**src/rtl/ddr_fifo_pkg.sv**
```systemverilog
// Shared types and helpers for the DDR ring-buffer burst scheduler.
// PTR_WIDTH/LEVEL_WIDTH describe the default 1024-burst ring.
package ddr_fifo_pkg;

    typedef enum logic [1:0] {
        ST_IDLE    = 2'd0,
        ST_WR_BUSY = 2'd1,
        ST_RD_BUSY = 2'd2
    } sched_state_e;

    function automatic int clog2(input int value);
        int result;
        result = 0;
        while ((1 << result) < value) begin
            result++;
        end
        return result;
    endfunction

    localparam int DEF_REGION_BURSTS = 1024;
    localparam int PTR_WIDTH         = clog2(DEF_REGION_BURSTS);
    localparam int LEVEL_WIDTH       = PTR_WIDTH + 1;

endpackage

```
**src/rtl/ddr_fifo_watchdog.sv**
```systemverilog
// Burst watchdog: counts cycles spent waiting for a done pulse and raises a sticky error.
// Present only when DDR_FIFO_WATCHDOG_EN is defined.
`ifdef DDR_FIFO_WATCHDOG_EN
module ddr_fifo_watchdog
    import ddr_fifo_pkg::*;
#(
    parameter int WDOG_CYCLES = 4096
) (
    input  logic clk_i,
    input  logic rst_ni,
    input  logic busy_i,
    input  logic done_i,
    output logic timeout_o,
    output logic wdog_err_o
);

    localparam int            CW   = clog2(WDOG_CYCLES) + 1;
    localparam logic [CW-1:0] LAST = CW'(WDOG_CYCLES - 1);

    logic [CW-1:0] cnt_q, cnt_d;
    logic          err_q;

    assign timeout_o  = busy_i && !done_i && (cnt_q == LAST);
    assign wdog_err_o = err_q;

    // The scheduler always passes through IDLE between bursts, so leaving busy clears the count.
    always_comb begin
        cnt_d = cnt_q + 1'b1;
        if (!busy_i || done_i || timeout_o) begin
            cnt_d = '0;
        end
    end

    always_ff @(posedge clk_i or negedge rst_ni) begin
        if (!rst_ni) begin
            cnt_q <= '0;
            err_q <= 1'b0;
        end else begin
            cnt_q <= cnt_d;
            err_q <= err_q | timeout_o;
        end
    end

endmodule
`endif

```
**src/rtl/ddr_fifo_burst_scheduler.sv**
```systemverilog
// Schedules one write or read burst at a time over a DDR ring buffer and tracks its fill level.
// Optional burst watchdog enabled by DDR_FIFO_WATCHDOG_EN.
module ddr_fifo_burst_scheduler
    import ddr_fifo_pkg::*;
#(
    parameter int ADDR_WIDTH    = 30,
    parameter int BASE_ADDR     = 0,
    parameter int BURST_BYTES   = 1024,
    parameter int BURST_LEN     = 16,
    parameter int REGION_BURSTS = DEF_REGION_BURSTS,
    parameter int LVL_WIDTH     = 10,
    parameter int WDOG_CYCLES   = 4096
) (
    input  logic                          M_AXI_ACLK,
    input  logic                          M_AXI_ARESETN,
    input  logic [LVL_WIDTH-1:0]          in_fifo_words,
    input  logic [LVL_WIDTH-1:0]          out_fifo_space,
    input  logic                          wr_done,
    input  logic                          rd_done,
    output logic                          start_wr_burst,
    output logic [ADDR_WIDTH-1:0]         wr_addr,
    output logic                          start_rd_burst,
    output logic [ADDR_WIDTH-1:0]         rd_addr,
    output logic [clog2(REGION_BURSTS):0] ddr_level,
    output logic                          ddr_full,
    output logic                          ddr_empty,
    output logic                          busy,
    output logic                          wdog_err
);

    localparam int                   PW          = clog2(REGION_BURSTS);
    localparam int                   LW          = PW + 1;
    localparam logic [LVL_WIDTH-1:0] BURST_WORDS = LVL_WIDTH'(BURST_LEN);
    localparam logic [LW-1:0]        FULL_LEVEL  = LW'(REGION_BURSTS);

    sched_state_e  state_q, state_d;
    logic          prio_q, prio_d;
    logic [PW-1:0] wr_ptr_q, wr_ptr_d;
    logic [PW-1:0] rd_ptr_q, rd_ptr_d;
    logic [LW-1:0] level_q, level_d;
    logic          start_wr_q, start_wr_d;
    logic          start_rd_q, start_rd_d;
    logic          full_q, empty_q, busy_q;
    logic          wr_ok, rd_ok, timeout;

    function automatic logic [ADDR_WIDTH-1:0] burst_addr(input logic [PW-1:0] ptr);
        return ADDR_WIDTH'(BASE_ADDR) + (ADDR_WIDTH'(ptr) * ADDR_WIDTH'(BURST_BYTES));
    endfunction

    assign wr_ok = (in_fifo_words >= BURST_WORDS) && !full_q;
    assign rd_ok = (out_fifo_space >= BURST_WORDS) && !empty_q;

`ifdef DDR_FIFO_WATCHDOG_EN
    logic dir_done;

    assign dir_done = ((state_q == ST_WR_BUSY) && wr_done) ||
                      ((state_q == ST_RD_BUSY) && rd_done);

    ddr_fifo_watchdog #(
        .WDOG_CYCLES(WDOG_CYCLES)
    ) u_wdog (
        .clk_i      (M_AXI_ACLK),
        .rst_ni     (M_AXI_ARESETN),
        .busy_i     (state_q != ST_IDLE),
        .done_i     (dir_done),
        .timeout_o  (timeout),
        .wdog_err_o (wdog_err)
    );
`else
    logic wdog_cycles_unused;

    assign wdog_cycles_unused = (WDOG_CYCLES != 0);
    assign timeout            = 1'b0;
    assign wdog_err           = 1'b0;
`endif

    // prio is a round-robin bit: it only matters when both directions are eligible.
    always_comb begin
        state_d    = state_q;
        prio_d     = prio_q;
        wr_ptr_d   = wr_ptr_q;
        rd_ptr_d   = rd_ptr_q;
        level_d    = level_q;
        start_wr_d = 1'b0;
        start_rd_d = 1'b0;
        case (state_q)
            ST_IDLE: begin
                if (wr_ok && (!rd_ok || !prio_q)) begin
                    state_d    = ST_WR_BUSY;
                    start_wr_d = 1'b1;
                    prio_d     = 1'b1;
                end else if (rd_ok) begin
                    state_d    = ST_RD_BUSY;
                    start_rd_d = 1'b1;
                    prio_d     = 1'b0;
                end
            end
            ST_WR_BUSY: begin
                if (wr_done) begin
                    wr_ptr_d = wr_ptr_q + 1'b1;
                    level_d  = level_q + 1'b1;
                    state_d  = ST_IDLE;
                end else if (timeout) begin
                    state_d = ST_IDLE;
                end
            end
            ST_RD_BUSY: begin
                if (rd_done) begin
                    rd_ptr_d = rd_ptr_q + 1'b1;
                    level_d  = level_q - 1'b1;
                    state_d  = ST_IDLE;
                end else if (timeout) begin
                    state_d = ST_IDLE;
                end
            end
            default: state_d = ST_IDLE;
        endcase
    end

    always_ff @(posedge M_AXI_ACLK or negedge M_AXI_ARESETN) begin
        if (!M_AXI_ARESETN) begin
            state_q    <= ST_IDLE;
            prio_q     <= 1'b0;
            wr_ptr_q   <= '0;
            rd_ptr_q   <= '0;
            level_q    <= '0;
            start_wr_q <= 1'b0;
            start_rd_q <= 1'b0;
            full_q     <= 1'b0;
            empty_q    <= 1'b1;
            busy_q     <= 1'b0;
        end else begin
            state_q    <= state_d;
            prio_q     <= prio_d;
            wr_ptr_q   <= wr_ptr_d;
            rd_ptr_q   <= rd_ptr_d;
            level_q    <= level_d;
            start_wr_q <= start_wr_d;
            start_rd_q <= start_rd_d;
            full_q     <= (level_d == FULL_LEVEL);
            empty_q    <= (level_d == '0);
            busy_q     <= (state_d != ST_IDLE);
        end
    end

    assign start_wr_burst = start_wr_q;
    assign start_rd_burst = start_rd_q;
    assign wr_addr        = burst_addr(wr_ptr_q);
    assign rd_addr        = burst_addr(rd_ptr_q);
    assign ddr_level      = level_q;
    assign ddr_full       = full_q;
    assign ddr_empty      = empty_q;
    assign busy           = busy_q;

endmodule

```
**config.mk**
```make
export PLATFORM = sky130hd
export DESIGN_NAME = ddr_fifo_burst_scheduler
export DESIGN_NICKNAME = d
export VERILOG_FILES = /design/src/rtl/ddr_fifo_pkg.sv /design/src/rtl/ddr_fifo_watchdog.sv /design/src/rtl/ddr_fifo_burst_scheduler.sv
export SDC_FILE = /design/constraint.sdc
export NUM_CORES = 1
export LEC_CHECK = 0
export ABC_AREA = 1
export ABC_CLOCK_PERIOD_IN_PS = 2600
export CAP_MARGIN = 25
export CORE_MARGIN = 4
export CORE_UTILIZATION = 25
export DETAILED_ROUTE_END_ITERATION = 10
export GPL_ROUTABILITY_DRIVEN = 0
export HOLD_SLACK_MARGIN = 0.05
export SKIP_LAST_GASP = 1
export SLEW_MARGIN = 20
export SYNTH_ARGS = -nofsm -noshare
export SYNTH_HDL_FRONTEND = slang
export SYNTH_HIERARCHICAL = 1
export SYNTH_SLANG_ARGS = --single-unit
```
**constraint.sdc**
```tcl
create_clock -name M_AXI_ACLK -period 2.6 [get_ports M_AXI_ACLK]
set_input_delay 0.26 -clock M_AXI_ACLK [delete_from_list [all_inputs] [get_ports M_AXI_ACLK]]
set_output_delay 0.26 -clock M_AXI_ACLK [all_outputs]
set_load 0.01 [all_outputs]
```
==> metrics.txt, run 1 <==
outcome finished clean; total core area 10,230 sq um; clock sink count 39; Worst VDD drop 523.2 uV; all-layer global routing usage 9.491%; die height ~110 um; Routed Antenna Nets 0; wire per inst 10.71 um; max frequency 490.1 MHz; fill count 1,107; num rows 37; Post-synth EDFFs 0; gr ovfl total 0; Net count, final roughly 440; IO buf count 51; area of the multi-input gates 1300 sq um; clock transition at the registers of the reported paths approximately 80 ps; Worst slew margin between 40% and 50%; ys async rst share 100.0%; RSZ-0062 raised after global routing no; first-pass GRT wire length 9156 um; Synth Cell Area 2613 sq um; CTS Buffer Depth 2; Avg Vias per Cell 4.101; worst-margin pin slew 892.8 ps; maxcap violations 0; Root Driver clkbuf_8; Ant. Diodes 0; # placed instances approximately 540; ys flop type dfrtp_1; Pre-antenna DRT Iters 4; CP Launch Type flip-flop; vias in the first global route 2,036; Initial Utilization ~26%; Finish-stage setup viols 0; synthesis warning total 6; DP HPWL approximately 4500 um; CP arrival approximately 2300 ps; routed vias 2,227; Final TNS setup 0 ps; Worst Skew 6.001 ps; H-tree Lvls 2; Area Overhead vs Synth 23.61%; average size of a mapped cell approximately 7.5 sq um; die area 12,150 sq um; period utilization 78.48%; hold buffer count at CTS 0; Critical Path End Type flip-flop; Layout Cells excl Fill 543; Synth Register Bits 39; post-cts resize count 0; share of cells above drive strength 1 6.143%; Final Critical Period 2041 ps; Horiz. Die Dim 110.2 um; Sequential cell area between 900 and 1000 sq um; TritonCTS clock tree done; setup bufs post-CTS 0; cells after synthesis 348; Hold Path Class in2async; crit-path max FO 9; P per Cell Area just under 1000 nW/um^2; Num CTS Buffers 5; I/O pin cnt 101; pin count of the biggest net entering global routing 40; antenna violations before repair 0; worst-skew pair later-pin latency between 200 and 300 ps; # DRC 0; Seq/Total Area, Yosys between 30% and 40%; Routed WL 5817 um; initial DRC count ~110; Static Leakage between 1.5 and 2 nW; CP Class reg2reg; final hold vios 0; count of pins over their slew limit 0; Yosys cell types 31; Critical Path RT 2820 ps
-- stage by stage --
| step | setup WS [ps] | hold slack, ps | util [%] | area [sq um] | total power (W) |
|---|---|---|---|---|---|
| after floorplan | 947.2 | -35.59 | - | 2763 | 0.002125 |
| after global placement | 524.5 | 441.7 | 30.73 | 3144 | 0.002736 |
| after detailed placement | 530.5 | 452.6 | 30.73 | 3144 | 0.002769 |
| after CTS | 503.5 | 117.5 | 31.56 | 3229 | 0.003207 |
| after global routing | 302.0 | 161.0 | 31.56 | 3229 | 0.003465 |
| final | 559.4 | 89.50 | 31.56 | 3229 | 0.003158 |
-- cell families after synthesis --
| kind of cell | Yosys count | share of synthesized area [%] |
|---|---|---|
| AO/OA/AOI/OAI | 20 | 4.358 |
| XOR/XNOR | 18 | 6.034 |
| adder cells (fa/ha/maj) | 8 | 3.832 |
| buffers and inverters | 87 | 18.58 |
| flip-flops | 39 | 37.40 |
| other | 1 | 0.1435 |
| AND/OR/NAND/NOR | 175 | 29.65 |
-- worst max-delay path, cell delays in order (launching register included) --
cell and delay [ps]:
dfrtp_1 420, inv_1 80, ha_1 410, buf_4 220, nand3_1 90, nand2_1 80
nor2_1 110, nand2_1 60, nor2_1 100, nand2_1 70, nor2_2 130, nand3_1 90
nor2_1 100
-- sequential cells by signal (all words and copies together), names as in the netlist --
register	flops
ddr_level	11
rd_ptr_q	10
wr_ptr_q	10
state_q	2
busy	1
ddr_empty	1
ddr_full	1
prio_q	1
start_rd_burst	1
start_wr_burst	1
-- synthesized netlist by cell type, drive strengths merged (2+ instances only) --
| cell | instances | area (sq um) |
|---|---|---|
| nand2 | 87 | 331.6 |
| inv | 43 | 161.4 |
| buf | 42 | 312.8 |
| nor2 | 39 | 158.9 |
| dfrtp | 38 | 950.9 |
| nand3 | 38 | 195.2 |
| xnor2 | 11 | 96.34 |
| ha | 8 | 100.1 |
| o21ai | 8 | 40.03 |
| xor2 | 7 | 61.31 |
| a21oi | 6 | 33.78 |
| nand4 | 5 | 31.28 |
| nand3b | 4 | 42.54 |
| o22ai | 3 | 18.77 |
| clkbuf | 2 | 11.26 |
| nor3 | 2 | 15.01 |
-- final cells by class --
class | instances | share of cell area, %
Sequential cell | 39 | 30.26
Tap cell | 136 | 5.269
Multi-Input combinational cell | 262 | 40.26
Timing Repair Buffer | 55 | 16.58
Inverter | 43 | 4.998
Clock inverter | 2 | 0.3874
Clock buffer | 6 | 2.247
-- routing by layer --
layer  track usage, %  vias to the layer above  share of wire [%]
li1                 -                     1126                  -
met1            12.01                     1020                 43
met4            2.639                        0               0.72
met5                0                        -                  0
met3            2.504                        5                8.1
met2            15.94                       76                 48
-- final timing paths --
path / startpoint / endpoint / slack, ps / depth (start not counted)
worst max-delay path: state_q[1] / ddr_empty / 560 / 12
worst min-delay path: M_AXI_ARESETN / rd_ptr_q[5] / 90 / 1
worst max register to register: state_q[1] / ddr_empty / 560 / 12
worst min register to register: wr_ptr_q[9] / wr_ptr_q[9] / 470 / 1
max in group asynchronous: M_AXI_ARESETN / ddr_full / 1950 / 1
min in group M_AXI_ACLK: wr_ptr_q[9] / wr_ptr_q[9] / 470 / 1
-- where the power goes --
group	internal, W	leakage [nW]	switching [W]
Sequential	0.000800	0.509	0.000236
Combinational	0.000731	1.05	0.000980
Clock	0.000188	0.0412	0.000223
Total	0.00172	1.60	0.00144
-- layout by cell type, fill, tap and decap left out, types with 2 or more instances in the layout --
master	count
nand2_1	85
clkdlybuf4s50_1	50
inv_1	42
conb_1	41
dfrtp_1	38
nand3_1	37
nor2_1	34
xnor2_1	11
ha_1	8
o21ai_0	7
xor2_1	7
a21oi_1	5
nor2_2	5
nand4_1	5
clkbuf_8	5
buf_4	4
o22ai_1	3
nand3b_1	3
nand2_2	2
Power figures use the tool's default switching activity.
==> run 2: changes to the inputs <==
- ABC_CLOCK_PERIOD_IN_PS: 2600 -> 1900
- clock period: 2.6 -> 1.9 ns (I/O delays scaled with it)
==> run 2 against run 1 <==
  * Non-clock buffer count grew 26
  * Die area unchanged
  * Global-route usage rose by 0.59 points
  * Fmax is 12% higher
  * Via count increased by 4.4%
  * Sequential share of layout area fell by 2.9 points
  * Clock power rose by 72%
  * Largest cell class unchanged
==> metrics.txt, run 2 (synthesized netlist as in run 1, its figures left out) <==
H-tree Lvls 2; Largest register FFs 11; Final TNS setup 0 ps; Critical Path RT between 2000 and 2500 ps; num rows 37; Initial Utilization between 20% and 30%; Hold Path Cell Cnt 1; first-pass GRT wire length 9770 um; Net count, final 464; total core area ~10,000 sq um; DP HPWL approximately 4800 um; CP arrival 2050 ps; Ant. Diodes 0; routed vias 2,326; Critical Path End Type flip-flop; clock sink count 39; Finished Cell Area 3587 sq um; # placed instances about 560; TritonCTS clock tree done; period utilization a little over nine tenths; initial DRC count 57; worst-margin pin slew 504.8 ps; antenna violations before repair 0; gr ovfl total 0; final hold vios 0; commonest non-fill, non-tap cell in the layout nand2_1; IO buf count 51; CP Class reg2reg; setup ws final ~85 ps; Pre-antenna DRT Iters 4; share of cells above drive strength 1 18.01%; Routed WL between 6000 and 7000 um; I/O pin cnt 101; Root Driver clkbuf_8; vias in the first global route approximately 2,200; most frequent cells in the layout 80 x nand2_1, 50 x clkdlybuf4s50_1, 41 x conb_1; P per Cell Area 1413 nW/um^2; Worst VDD drop 702.3 uV; outcome finished clean; Finish-stage setup viols 0; CP Launch Type flip-flop; die area 12,150 sq um; CTS Buffer Depth 2; maxcap violations 0; # DRC 0; RSZ-0062 raised after global routing yes; Hold Path Class reg2reg; crit-path max FO 5; Horiz. Die Dim 110.2 um; Worst Skew 6.476 ps; Static Leakage roughly 1.8 nW; worst reg-to-reg path cell count 11; Placement Cell Area about 3300 sq um; Final Critical Period about 1800 ps; die height approximately 110 um; max frequency 551.1 MHz; pin count of the biggest net entering global routing 40; worst-skew pair later-pin latency 300 ps; Avg Vias per Cell 4.088; Placement Setup Slack -104.4 ps; Area Overhead vs Synth 37.31%; wire per inst 10.79 um; Routed Antenna Nets 0; all-layer global routing usage 10.08%; Num CTS Buffers 5; clock transition at the registers of the reported paths 80 ps; Worst slew margin about two thirds; Layout Cells excl Fill 569; count of pins over their slew limit 0
[run 2: cell types whose count changed in the layout (fill, tap and decap cells not counted), sizes merged]
cell         change
clkinv           +1
bufinv           +1
clkinvlp         -1
buf             +25
dlygate4sd3      +1
clkbuf           -1
[run 2: path summary, 6_finish.rpt]
| path | startpoint | end | slack [ps] |
|---|---|---|---|
| setup / recovery | state_q[0] | ddr_empty | 90 |
| hold / removal | rd_ptr_q[9] | rd_ptr_q[9] | 470 |
| setup reg to reg | state_q[0] | ddr_empty | 90 |
| hold reg to reg | rd_ptr_q[9] | rd_ptr_q[9] | 470 |
| max in group asynchronous | M_AXI_ARESETN | state_q[0] | 1040 |
| min in group asynchronous | M_AXI_ARESETN | rd_ptr_q[5] | 480 |
[run 2: worst max-delay path, cell delays in order (launching register included)]
cell      delay (ps)
dfrtp_2          450
inv_4             90
ha_4             230
inv_2             90
buf_4            130
nor2_1            30
a21boi_0         120
a21oi_1          190
nand2_2          100
nor2_4           130
nand3_1           90
nor2_1           100
[run 2: power by group]
group / switching (W) / internal [W]
Clock: 0.000314 / 0.000391
Sequential: 0.000326 / 0.00110
Combinational: 0.00157 / 0.00137
[run 2: what timing repair did]
| action | in CTS | in global routing |
|---|---|---|
| gates resized for setup | 3 | 33 |
| setup buffers | 2 | 1 |
| hold buffers | 1 | 0 |
| pin swaps | 0 | 3 |
| setup endpoints to repair | 4 | 7 |
| endpoints found under the hold margin | 38 | 0 |
[run 2: layer usage]
metal  wire length (um)  global-route usage, %
met1               2798                  13.06
met4                 56                  3.518
met2               2940                  16.51
met3                347                  2.271
met5                  0                      0
[run 2: through the flow]
stage          hold slack (ps)  total power, W  util, %
2_1_floorplan           -105.6        0.002908        -
3_3_place_gp             286.0        0.003997    32.35
3_5_place_dp             290.2        0.004059    32.35
4_1_cts                  478.1        0.004835    33.77
5_1_grt                  512.7        0.005567    35.06
6_report                 472.6        0.005069    35.06
[run 2: layout make-up]
cell class              count  area [sq um]
clock buffers               5         68.82
clock inverters             3         43.79
fillers                  1088          6644
inverters                  43         163.9
multi-input cells         262          1424
flip-flops and latches     39         979.7
well taps                 136         170.2
repair buffers             81         737.0
